==> src/rtl/nv_ram_fifo_ctrl_128x129_pkg.sv <==
// Shared sizing constants for the 128x129 RAM FIFO controller.
// Latency: n/a (constants and helpers only).
// Backpressure: n/a.
package nv_ram_fifo_ctrl_128x129_pkg;

    localparam int FIFO_DEPTH    = 128;  // entries in the RAM macro
    localparam int FIFO_AW       = 7;    // RAM address width
    localparam int FIFO_DW       = 129;  // RAM word width
    localparam int FIFO_CW       = 8;    // occupancy width, holds 0..128
    localparam int FIFO_AFULL_TH = 120;  // default almost-full threshold

    // Entries committed to the FIFO but not yet issued to the RAM read port.
    function automatic logic [FIFO_CW-1:0] fifo_avail(
        input logic [FIFO_CW-1:0] count,
        input logic               s1_vld,
        input logic               s2_vld
    );
        return count - FIFO_CW'(s1_vld) - FIFO_CW'(s2_vld);
    endfunction

endpackage

==> src/rtl/nv_ram_fifo_ctrl_128x129_rd_pipe.sv <==
// Read-side sequencer: tracks address-captured (s1) and output-register (s2) stages, drives re/ore.
// Latency: re at T, ore at T+1, rd_pvld at T+2.
// Backpressure: rd_prdy low holds s2; s1 then holds and re is suppressed so the RAM address register keeps its value.
module nv_fifo_rd_pipe
    import nv_ram_fifo_ctrl_128x129_pkg::*;
(
    input  logic               clk,
    input  logic               rst,
    input  logic [FIFO_CW-1:0] count,
    input  logic               rd_prdy,
    output logic               rd_pvld,
    output logic               ram_re,
    output logic               ram_ore
);

    logic s1_vld_q, s1_vld_d;
    logic s2_vld_q, s2_vld_d;
    logic adv2;

    // Stage advance and RAM strobe generation; re only fires when s1 is empty or draining.
    always_comb begin
        adv2     = s1_vld_q & (~s2_vld_q | rd_prdy);
        ram_ore  = adv2;
        ram_re   = (fifo_avail(count, s1_vld_q, s2_vld_q) != '0) & (~s1_vld_q | adv2);
        s1_vld_d = ram_re | (s1_vld_q & ~adv2);
        s2_vld_d = adv2 | (s2_vld_q & ~rd_prdy);
        rd_pvld  = s2_vld_q;
    end

    // Stage valid registers.
    always_ff @(posedge clk) begin
        if (rst) begin
            s1_vld_q <= 1'b0;
            s2_vld_q <= 1'b0;
        end else begin
            s1_vld_q <= s1_vld_d;
            s2_vld_q <= s2_vld_d;
        end
    end

endmodule

==> src/rtl/nv_ram_fifo_ctrl_128x129.sv <==
// Valid/ready FIFO controller around an external 128x129 two-port RAM with 2-cycle registered read.
// Latency: write at T gives rd_pvld at T+3 when empty; 1 entry/clk sustained.
// Backpressure: wr_prdy drops at 128 entries (no pop bypass); rd_prdy stalls the read pipe. Optional: NV_FIFO_CTRL_AFULL_EN adds wr_afull.
module nv_ram_fifo_ctrl_128x129
    import nv_ram_fifo_ctrl_128x129_pkg::*;
#(
    parameter int DEPTH    = FIFO_DEPTH,
    parameter int WIDTH    = FIFO_DW
`ifdef NV_FIFO_CTRL_AFULL_EN
   ,parameter int AFULL_TH = FIFO_AFULL_TH
`endif
) (
    input  logic               clk,
    input  logic               rst,
    input  logic               wr_pvld,
    output logic               wr_prdy,
    input  logic [WIDTH-1:0]   wr_pd,
    output logic               rd_pvld,
    input  logic               rd_prdy,
    output logic [WIDTH-1:0]   rd_pd,
    output logic               ram_we,
    output logic [FIFO_AW-1:0] ram_wa,
    output logic [WIDTH-1:0]   ram_di,
    output logic               ram_re,
    output logic [FIFO_AW-1:0] ram_ra,
    output logic               ram_ore,
    input  logic [WIDTH-1:0]   ram_dout,
    input  logic [31:0]        pwrbus_ram_pd,
    output logic [31:0]        pwrbus_ram_pd_o,
`ifdef NV_FIFO_CTRL_AFULL_EN
    output logic               wr_afull,
`endif
    output logic [FIFO_CW-1:0] wr_count
);

    localparam logic [FIFO_CW-1:0] FULL_CNT = FIFO_CW'(DEPTH);

    logic [FIFO_AW-1:0] wr_ptr_q, wr_ptr_d;
    logic [FIFO_AW-1:0] rd_ptr_q, rd_ptr_d;
    logic [FIFO_CW-1:0] count_q,  count_d;
    logic               wr_fire;
    logic               rd_fire;

    nv_fifo_rd_pipe u_rd_pipe (
        .clk     (clk),
        .rst     (rst),
        .count   (count_q),
        .rd_prdy (rd_prdy),
        .rd_pvld (rd_pvld),
        .ram_re  (ram_re),
        .ram_ore (ram_ore)
    );

    // Write acceptance, pointer advance and occupancy; slots free only on pop so in-flight reads stay safe.
    always_comb begin
        wr_prdy = (count_q != FULL_CNT);
        wr_fire = wr_pvld & wr_prdy;
        rd_fire = rd_pvld & rd_prdy;
        wr_ptr_d = wr_ptr_q + FIFO_AW'(wr_fire);
        rd_ptr_d = rd_ptr_q + FIFO_AW'(ram_re);
        count_d  = count_q;
        case ({wr_fire, rd_fire})
            2'b10:   count_d = count_q + 1'b1;
            2'b01:   count_d = count_q - 1'b1;
            default: count_d = count_q;
        endcase
        ram_we          = wr_fire;
        ram_wa          = wr_ptr_q;
        ram_di          = wr_pd;
        ram_ra          = rd_ptr_q;
        rd_pd           = ram_dout;
        pwrbus_ram_pd_o = pwrbus_ram_pd;
        wr_count        = count_q;
    end

    // Pointer and occupancy registers.
    always_ff @(posedge clk) begin
        if (rst) begin
            wr_ptr_q <= '0;
            rd_ptr_q <= '0;
            count_q  <= '0;
        end else begin
            wr_ptr_q <= wr_ptr_d;
            rd_ptr_q <= rd_ptr_d;
            count_q  <= count_d;
        end
    end

`ifdef NV_FIFO_CTRL_AFULL_EN
    logic wr_afull_q, wr_afull_d;

    // Almost-full flag registered from next occupancy so it lines up with count_q.
    always_comb begin
        wr_afull_d = (count_d >= FIFO_CW'(AFULL_TH));
        wr_afull   = wr_afull_q;
    end

    // Almost-full register.
    always_ff @(posedge clk) begin
        if (rst) begin
            wr_afull_q <= 1'b0;
        end else begin
            wr_afull_q <= wr_afull_d;
        end
    end
`endif

endmodule

==> config.mk <==
export PLATFORM = sky130hd
export DESIGN_NAME = nv_ram_fifo_ctrl_128x129
export DESIGN_NICKNAME = d
export VERILOG_FILES = /design/src/rtl/nv_ram_fifo_ctrl_128x129_pkg.sv /design/src/rtl/nv_ram_fifo_ctrl_128x129_rd_pipe.sv /design/src/rtl/nv_ram_fifo_ctrl_128x129.sv
export SDC_FILE = /design/constraint.sdc
export NUM_CORES = 1
export LEC_CHECK = 0
export CAP_MARGIN = 10
export CORE_AREA = 2 2 239 241
export DETAILED_ROUTE_END_ITERATION = 7
export DIE_AREA = 0 0 241 243
export PLACE_DENSITY = 0.43
export SYNTH_ARGS = -nofsm -noshare
export SYNTH_HDL_FRONTEND = slang
export SYNTH_SLANG_ARGS = --single-unit
==> constraint.sdc <==
create_clock -name clk -period 3.99 [get_ports clk]
set_input_delay 0.5985 -clock clk [delete_from_list [all_inputs] [get_ports clk]]
set_output_delay 0.5985 -clock clk [all_outputs]
set_load 0.1 [all_outputs]
Yosys cells after proc, flatten, opt, wreduce, memory -nomap -nowiden
Index checks and enable logic that the tools add are counted.
{"block": "totals", "inputBits": 294, "register_bits": 24, "wordCells": 31, "output_inout_bits": 317}
{"block": "op_classes", "n_eq_ne": 3, "n_reduce_logical": 2, "n_mux": 1, "n_bitwise": 14, "n_addsub": 6}
{"cell": "$pmux W8 S2", "n": 1}
{"cell": "$sub A8 B1 Y8", "n": 2}
{"cell": "$add A7 B1 Y7", "n": 2}
{"cell": "$add A8 B1 Y8 const B", "n": 1}
{"cell": "$ne A8 B8 Y1 const B", "n": 1}
{"cell": "$reduce_bool A8 Y1", "n": 1}
{"cell": "$sub A8 B1 Y8 const B", "n": 1}
{"cell": "$and A1 B1 Y1", "n": 6}
{"cell": "$not A1 Y1", "n": 4}
{"cell": "$or A1 B1 Y1", "n": 4}
{"cell": "$eq A2 B1 Y1 const B", "n": 1}
{"cell": "$eq A2 B2 Y1 const B", "n": 1}
{"cell": "$reduce_bool A2 Y1", "n": 1}

Logic depth before layout (Yosys ltp)
Gate-level depths: netlist (run 1).
{"block": "logic_depth", "depth_word": 6, "ltp_mapped": 15}

Hierarchy
Synthesis (run 1) repeated with hierarchy kept, for this count alone.
{"block": "unflattened", "cells_unflattened": 445, "area_unflattened_um2": 3570.9}
{"mod": "nv_ram_fifo_ctrl_128x129", "seq_area_each_um2": 440.4, "n_inst": 1, "area_each_um2": 3368.2, "cells_each": 423}
{"mod": "nv_fifo_rd_pipe", "seq_area_each_um2": 40.0, "n_inst": 1, "area_each_um2": 202.7, "cells_each": 22}

Least setup slack after synthesis (run 1)
OpenSTA, ideal clock, no wires.
{"block": "synth_path", "kind": "register to register", "startpoint": "register count_q[0], in the netlist wr_count[0]", "endpoint": "register rd_ptr_q[6], in the netlist ram_ra[6]", "setup_time_ns": 0.128, "t_arrival_ns": 5.081, "stages_incl_launch_ff": 16, "path_slack_ns": -1.219, "period_less_slack_ns": 5.209, "cell_sequence": "dfxtp_1 -> inv_1 -> fa_1 -> inv_1 -> ha_1 -> nor3b_1 -> xor2_1 -> or3_1 -> a21oi_1 -> a21oi_1 -> ha_1 -> ha_1 -> nand3_1 -> nor2_1 -> xnor2_1 -> nor2_1"}
{"block": "synth_via", "elab_chain_cells": 5}
{"item": "from (decl)", "line_no": "nv_ram_fifo_ctrl_128x129.sv:40", "text": "logic [FIFO_CW-1:0] count_q, count_d;"}
{"item": "from (signal assigned)", "line_no": "nv_ram_fifo_ctrl_128x129.sv:85", "text": "count_q <= count_d;"}
{"item": "$sub A8 B1 Y8 (2 in series)", "line_no": "nv_ram_fifo_ctrl_128x129_pkg.sv:18", "text": "return count - FIFO_CW'(s1_vld) - FIFO_CW'(s2_vld);"}
{"item": "$reduce_bool A8 Y1", "line_no": "nv_ram_fifo_ctrl_128x129_rd_pipe.sv:24", "text": "ram_re = (fifo_avail(count, s1_vld_q, s2_vld_q) != '0) & (~s1_vld_q | adv2);"}
{"item": "$and A1 B1 Y1", "line_no": "nv_ram_fifo_ctrl_128x129_rd_pipe.sv:24"}
{"item": "net ram_re", "line_no": "nv_ram_fifo_ctrl_128x129.sv:24", "text": "output logic ram_re,"}
{"item": "$add A7 B1 Y7", "line_no": "nv_ram_fifo_ctrl_128x129.sv:60", "text": "rd_ptr_d = rd_ptr_q + FIFO_AW'(ram_re);"}
{"item": "to (signal assigned)", "line_no": "nv_ram_fifo_ctrl_128x129.sv:84", "text": "rd_ptr_q <= rd_ptr_d;"}
{"item": "to (decl)", "line_no": "nv_ram_fifo_ctrl_128x129.sv:39", "text": "logic [FIFO_AW-1:0] rd_ptr_q, rd_ptr_d;"}
The timed path passes the listed nets, and every way through them passes these cells.
A chain may end at the register's enable or synchronous reset.

Worst setup path in the final report (run 1)
{"block": "layout_path", "startpoint": "register count_q[0], in the netlist wr_count[0]", "endpoint": "output ram_re"}
{"block": "layout_via", "elab_chain_cells": 4}
{"item": "$sub A8 B1 Y8 (2 in series)", "line_no": "nv_ram_fifo_ctrl_128x129_pkg.sv:18"}
{"item": "$reduce_bool A8 Y1", "line_no": "nv_ram_fifo_ctrl_128x129_rd_pipe.sv:24"}
{"item": "$and A1 B1 Y1", "line_no": "nv_ram_fifo_ctrl_128x129_rd_pipe.sv:24"}
{"item": "to (decl)", "line_no": "nv_ram_fifo_ctrl_128x129.sv:24"}
No other way between the ends.

==> impl_metrics.tcl, run 1 <==
set metrics [dict create \
    cts_resized 0 \
    fin_crit_ns 3.412 \
    drc_errors 0 \
    grt_setup_unrepaired "no" \
    max_freq_mhz 293.1 \
    via_count 1659 \
    maxSlewViolCount 0 \
    drv_cap 0 \
    antenna_found_initial 0 \
    met1_usage_pct 2.377 \
    crit_cells 10 \
    synthCells 438 \
    htree_num_levels 1 \
    grt_pass1_vias 1767 \
    gp_congestion 0.6388 \
    layout-drive-gt1-share_pct 7.263 \
    worstRegToRegCells 15 \
    drt_iter0_drc 35 \
    post_drt_wl_per_cell_um 12.29 \
    crit_path_frequent_cell "inv_1" \
    final_cell_mix "clkdlybuf4s50_1 (27), dfxtp_1 (23), nor2_1 (20), ha_1 (14), xor2_1 (8)" \
    syn_nets 748 \
    internal-power_w 0.0005462 \
    multi_input_area_um2 828.3 \
    tightest_slew_ns 1.086 \
    grt-busiest-layer "met2" \
    seq_power_share_pct 29.1 \
    place_hpwl_um 9337 \
    hold_viol 0 \
    startpoint "wr_count[0]" \
    holdPathStages 2 \
    grt_overflow 0 \
    timing.rr.start "wr_count[0]" \
    cp_cell_sequence "inv_1, fa_1, inv_1, ha_1, nor3b_1, xor2_1, or3_1, a21oi_1, a21oi_4, buf_4" \
    cts_root_buf "clkbuf_16" \
    vias_per_cell 1.774 \
    clk_pin_slew_ns 0.08 \
    combPwrFrac_pct 45.1 \
    clkPwrFrac_pct 25.8 \
    finalClockSkew_ns 0.006300 \
    fin_cells 935 \
    cts_tree "yes" \
    crit_slowest_cell "fa_1" \
    grt_use_total_pct 3.739 \
    final_area_mm2 0.002671 \
    postCtsSetupBuffers 0 \
    path_class "flip-flop to primary output" \
    die_y_um 243 \
    critPathBufInv 3 \
    numClockSinks 24 \
    die_w_um 241 \
    p_leak_nw 0.7291 \
    ys_async_sr_fraction_pct 0 \
    critPathMaxFanout 5 \
    setup_viol 0 \
    powerDensity_mw_per_mm2 384.2 \
    synth-seq-cells 24 \
    placed_area_mm2 0.002582 \
    place.port_buffers 30 \
    firstDrtPassIters 2 \
    place_inst 931 \
    seqCellArea_um2 481.7 \
    initial_core_util_pct 6.275 \
    pin_count 611 \
    rows 87 \
    max_stage_delay_ns 0.54 \
    cts_hold_buffers 0 \
    hold_path.class "flip-flop to flip-flop" \
    netlist_area_mm2 0.003511 \
    coreArea_mm2 0.05595 \
    endpoint_kind "primary output" \
    yosys_most_used_dff "dfxtp_1" \
    ir_worst_vdd_mv 0.1848 \
    grtUsageMet2_pct 5.215 \
    cts_buffer_depth 2 \
    n_antenna_cell 0 \
    grtUsageMet3_pct 3.639 \
    avgSynthCellArea_um2 8.016 \
    critPathTopFamily "adder cells" \
    slew_headroom_pct 27.38 \
    tns_ns 0 \
    period_share_pct 85.51 \
    grt_max_degree 27 \
    finalWirelength_um 11490 \
    clk_latency_ns 0.28 \
    nets 490 \
    grt_pass1_wl_um 14410 \
    yosys_warnings 0 \
    ys_seq_area_share_pct 13.68 \
    start_kind "flip-flop" \
    hp-start "ram_wa[6]" \
    status "finished, final reports clean" \
    area_growth_pct -23.91 \
    switching_share_pct 46.79 \
    switching_power_w 0.0004802 \
    cts_made_buffers 3 \
    ant_nets 0 \
    fillCellCount 6682 \
    dieArea_mm2 0.05856 \
    cp.arrival_ns 2.81 \
    synth_edf_count 0 \
    yosysUniqueCellTypes 37 \
    layout_commonest_cell "clkdlybuf4s50_1" \
    worstPathRequired_ns 3.39 \
]
[per-layer routing]
| layer | share of wire (%) | wire length [um] |
|---|---|---|
| met5 | 0 | 0 |
| met4 | 13 | 1518 |
| met3 | 22 | 2478 |
| met2 | 42 | 4774 |
| met1 | 24 | 2722 |
[per-stage QoR]
step                      setup slack [ns]  power (W)  utilization (%)  hold WS (ns)
after detailed placement            0.7752  0.0007740            4.616        0.5037
after global placement              0.8188  0.0007733            4.616        0.4950
after CTS                           0.5165   0.001067            4.774        0.5271
after global routing                0.3536   0.001102            4.774        0.5609
after floorplan                    0.06319   0.002027                -        0.5109
final                               0.5783   0.001026            4.774        0.5191
[flip-flops by register name (all words and copies together) (netlist names)]
register and flops:
u_rd_pipe.s1_vld_q 1, u_rd_pipe.rd_pvld 1, wr_count 8, ram_ra 7, ram_wa 7
[cell type report]
cell class / count / share of cell area, %
Clock buffer: 4 / 3.326
Inverter: 7 / 0.9836
Multi-Input combinational cell: 113 / 31.01
Sequential cell: 24 / 18.03
Timing Repair Buffer: 31 / 11.24
Tap cell: 756 / 35.41
[cell families after synthesis]
logic type,after synthesis,share of synthesized area [%]
adders and majority gates,16,6.130
and+or+nand+nor,59,8.660
buffers and inverters,301,63.19
muxes,1,0.2851
AOI/OAI and AO/OA,22,4.312
xor gates and xnor gates,15,3.742
DFF,24,13.68
[worst min-delay path, stage by stage, from the launching register on]
cell and delay (ns):
dfxtp_1 0.34, xor2_1 0.07, nor2_1 0.07
[worst paths after layout]
check	to	slack, ns
max	ram_re	0.58
min	ram_wa[6]	0.52
max reg2reg	ram_ra[6]	0.80
min reg2reg	ram_wa[6]	0.52
[synthesized netlist by cell type, types with 4 or more instances]
master	number	area [um^2]
ha_1	14	175.2
nand3_1	7	35.03
xor2_1	8	70.07
dfxtp_1	24	480.5
nor2b_1	7	43.79
buf_4	290	2177
nand2_1	6	22.52
inv_1	7	26.28
nor2_1	20	75.07
xnor2_1	7	61.31
nor3_1	4	20.02
clkbuf_1	4	15.01
a21oi_1	8	40.04
[power by group through the flow]
stage	sequential (W)	clock (W)	combinational [W]
6_report	0.000299	0.000265	0.000462
5_1_grt	0.000305	0.000298	0.000499
4_1_cts	0.000300	0.000296	0.000471
3_5_place_dp	0.000305	0	0.000469
3_3_place_gp	0.000305	0	0.000468
2_1_floorplan	0.000468	0	0.00156
Power figures use the tool's default switching activity.
==> run 2, diff against run 1 <==
- CTS_CLUSTER_DIAMETER: default -> 120
==> results of run 2 <==
The final DEF is identical to that of run 1; final timing and power are the same.
==> run 3, diff against run 2 <==
- PLACE_DENSITY: 0.43 -> 0.42
- SLEW_MARGIN: default -> 20
==> run 3 against run 2 <==
  * Sequential power about the same
  * Flip-flop and latch count unchanged
  * Cell area about the same
  * Core utilization about the same
  * Total power decreased by 0.89%
  * First-iteration DRC count increased by 89%
  * Maximum frequency increased by 1.2%
  * Via count increased by 0.84%
  * Setup slack improved by 0.040 ns
==> impl_metrics.tcl, run 3 (synthesis results as in run 1) <==
set metrics [dict create \
    cts_tree "yes" \
    timing.rr.start "wr_count[0]" \
    fillCellCount 6697 \
    tns_ns 0 \
    grt_use_total_pct 3.428 \
    largest_reg_flops 8 \
    slew_headroom_pct 29.57 \
    endpoint_kind "primary output" \
    finalWirelength_um 10590 \
    tightest_slew_ns 1.053 \
    gp_congestion 0.6545 \
    die_w_um 241 \
    maxSlewViolCount 0 \
    worstPathRequired_ns 3.39 \
    firstDrtPassIters 4 \
    cts_resized 0 \
    setup_viol 0 \
    clk_pin_slew_ns 0.07 \
    cts_root_buf "clkbuf_16" \
    post-place-ws_ns 0.8165 \
    die_y_um 243 \
    cts_made_buffers 3 \
    layout_commonest_cell "clkdlybuf4s50_1" \
    critPathMaxFanout 5 \
    postCtsSetupBuffers 0 \
    finalClockSkew_ns 0.005879 \
    htree_num_levels 1 \
    clk_latency_ns 0.28 \
    grt_pass1_vias 1714 \
    rows 87 \
    grt_overflow 0 \
    crit_path_end "ram_re" \
    path_class "flip-flop to primary output" \
    ant_nets 0 \
    startpoint "wr_count[0]" \
    final_cell_mix "clkdlybuf4s50_1 (27), dfxtp_1 (23), nor2_1 (20), ha_1 (14), xor2_1 (8)" \
    cp.arrival_ns 2.77 \
    grt_max_degree 26 \
    fin_cells 936 \
    initial_core_util_pct 6.275 \
    hold_path.class "flip-flop to flip-flop" \
    max_freq_mhz 296.6 \
    fin_util_pct 4.779 \
    grt_setup_unrepaired "no" \
    p_leak_nw 0.7291 \
    drc_errors 0 \
    hold_viol 0 \
    post_drt_wl_per_cell_um 11.32 \
    area_growth_pct -23.84 \
    start_kind "flip-flop" \
    antenna_found_initial 0 \
    drv_cap 0 \
    layout-drive-gt1-share_pct 7.263 \
    grt_pass1_wl_um 13410 \
    nets 490 \
    coreArea_mm2 0.05595 \
    powerDensity_mw_per_mm2 380.5 \
    finalPower_w 0.001017 \
    status "finished, final reports clean" \
    rr_endpoint "ram_ra[6]" \
    period_share_pct 84.50 \
    place.port_buffers 30 \
    dieArea_mm2 0.05856 \
    fin_crit_ns 3.371 \
    drt_iter0_drc 66 \
    numClockSinks 24 \
    cts_buffer_depth 2 \
    worstRegToRegCells 15 \
    rrSetupSlack_ns 0.84 \
    pin_count 611 \
    place_inst 931 \
    place_hpwl_um 8649 \
    ir_worst_vdd_mv 0.2485 \
    final.setup.worst_slack_ns 0.6186 \
    cts_hold_buffers 0 \
    via_count 1673 \
    vias_per_cell 1.787 \
]
## run 3: final cells by class
class / instances / area (um^2) / share of cell area (%)
Antenna cell: 1 / 2.502 / 0.09359
Multi-Input combinational cell: 113 / 828.3 / 30.98
Inverter: 7 / 26.28 / 0.9827
Timing Repair Buffer: 31 / 300.3 / 11.23
Clock buffer: 4 / 88.84 / 3.322
Sequential cell: 24 / 481.7 / 18.02
Tap cell: 756 / 945.9 / 35.38
## run 3: worst max-delay path: stages, from the launching register on
cell and delay (ns):
dfxtp_2 0.37, inv_1 0.10, fa_1 0.54, inv_1 0.05, ha_1 0.18, nor3b_1 0.22, xor2_1 0.09, or3_1 0.31
a21oi_1 0.28, a21oi_4 0.09, buf_4 0.26
## run 3: worst min path at each step
stage / cells past startpoint / startpoint / to
final: 2 / ram_wa[6] / ram_wa[6]
after global routing: 2 / ram_wa[6] / ram_wa[6]
after CTS: 2 / ram_wa[6] / ram_wa[6]
after global placement: 2 / ram_wa[6] / ram_wa[6]
after detailed placement: 2 / ram_wa[6] / ram_wa[6]
after floorplan: 2 / u_rd_pipe.s1_vld_q / u_rd_pipe.s1_vld_q
## run 3: where the power goes
part,switching (W),internal [W],total [W]
registers,0.0000321,0.000266,0.000298
logic,0.000334,0.000125,0.000459
clock network,0.000106,0.000154,0.000260
## run 3: per-layer routing
| metal | share of wire, % | GRT usage, % | vias to the layer above |
|---|---|---|---|
| met1 | 23 | 2.204 | 632 |
| met5 | 0 | 0 | - |
| met2 | 40 | 4.370 | 313 |
| met4 | 15 | 5.229 | 0 |
| met3 | 23 | 3.526 | 150 |
| li1 | - | - | 578 |
## run 3: stage by stage
step,area [um^2],hold slack (ns)
global route,2671,0.5550
detailed placement,2582,0.5034
finish,2674,0.5197
global placement,2582,0.5064
floorplan,3528,0.5109
CTS,2671,0.5264
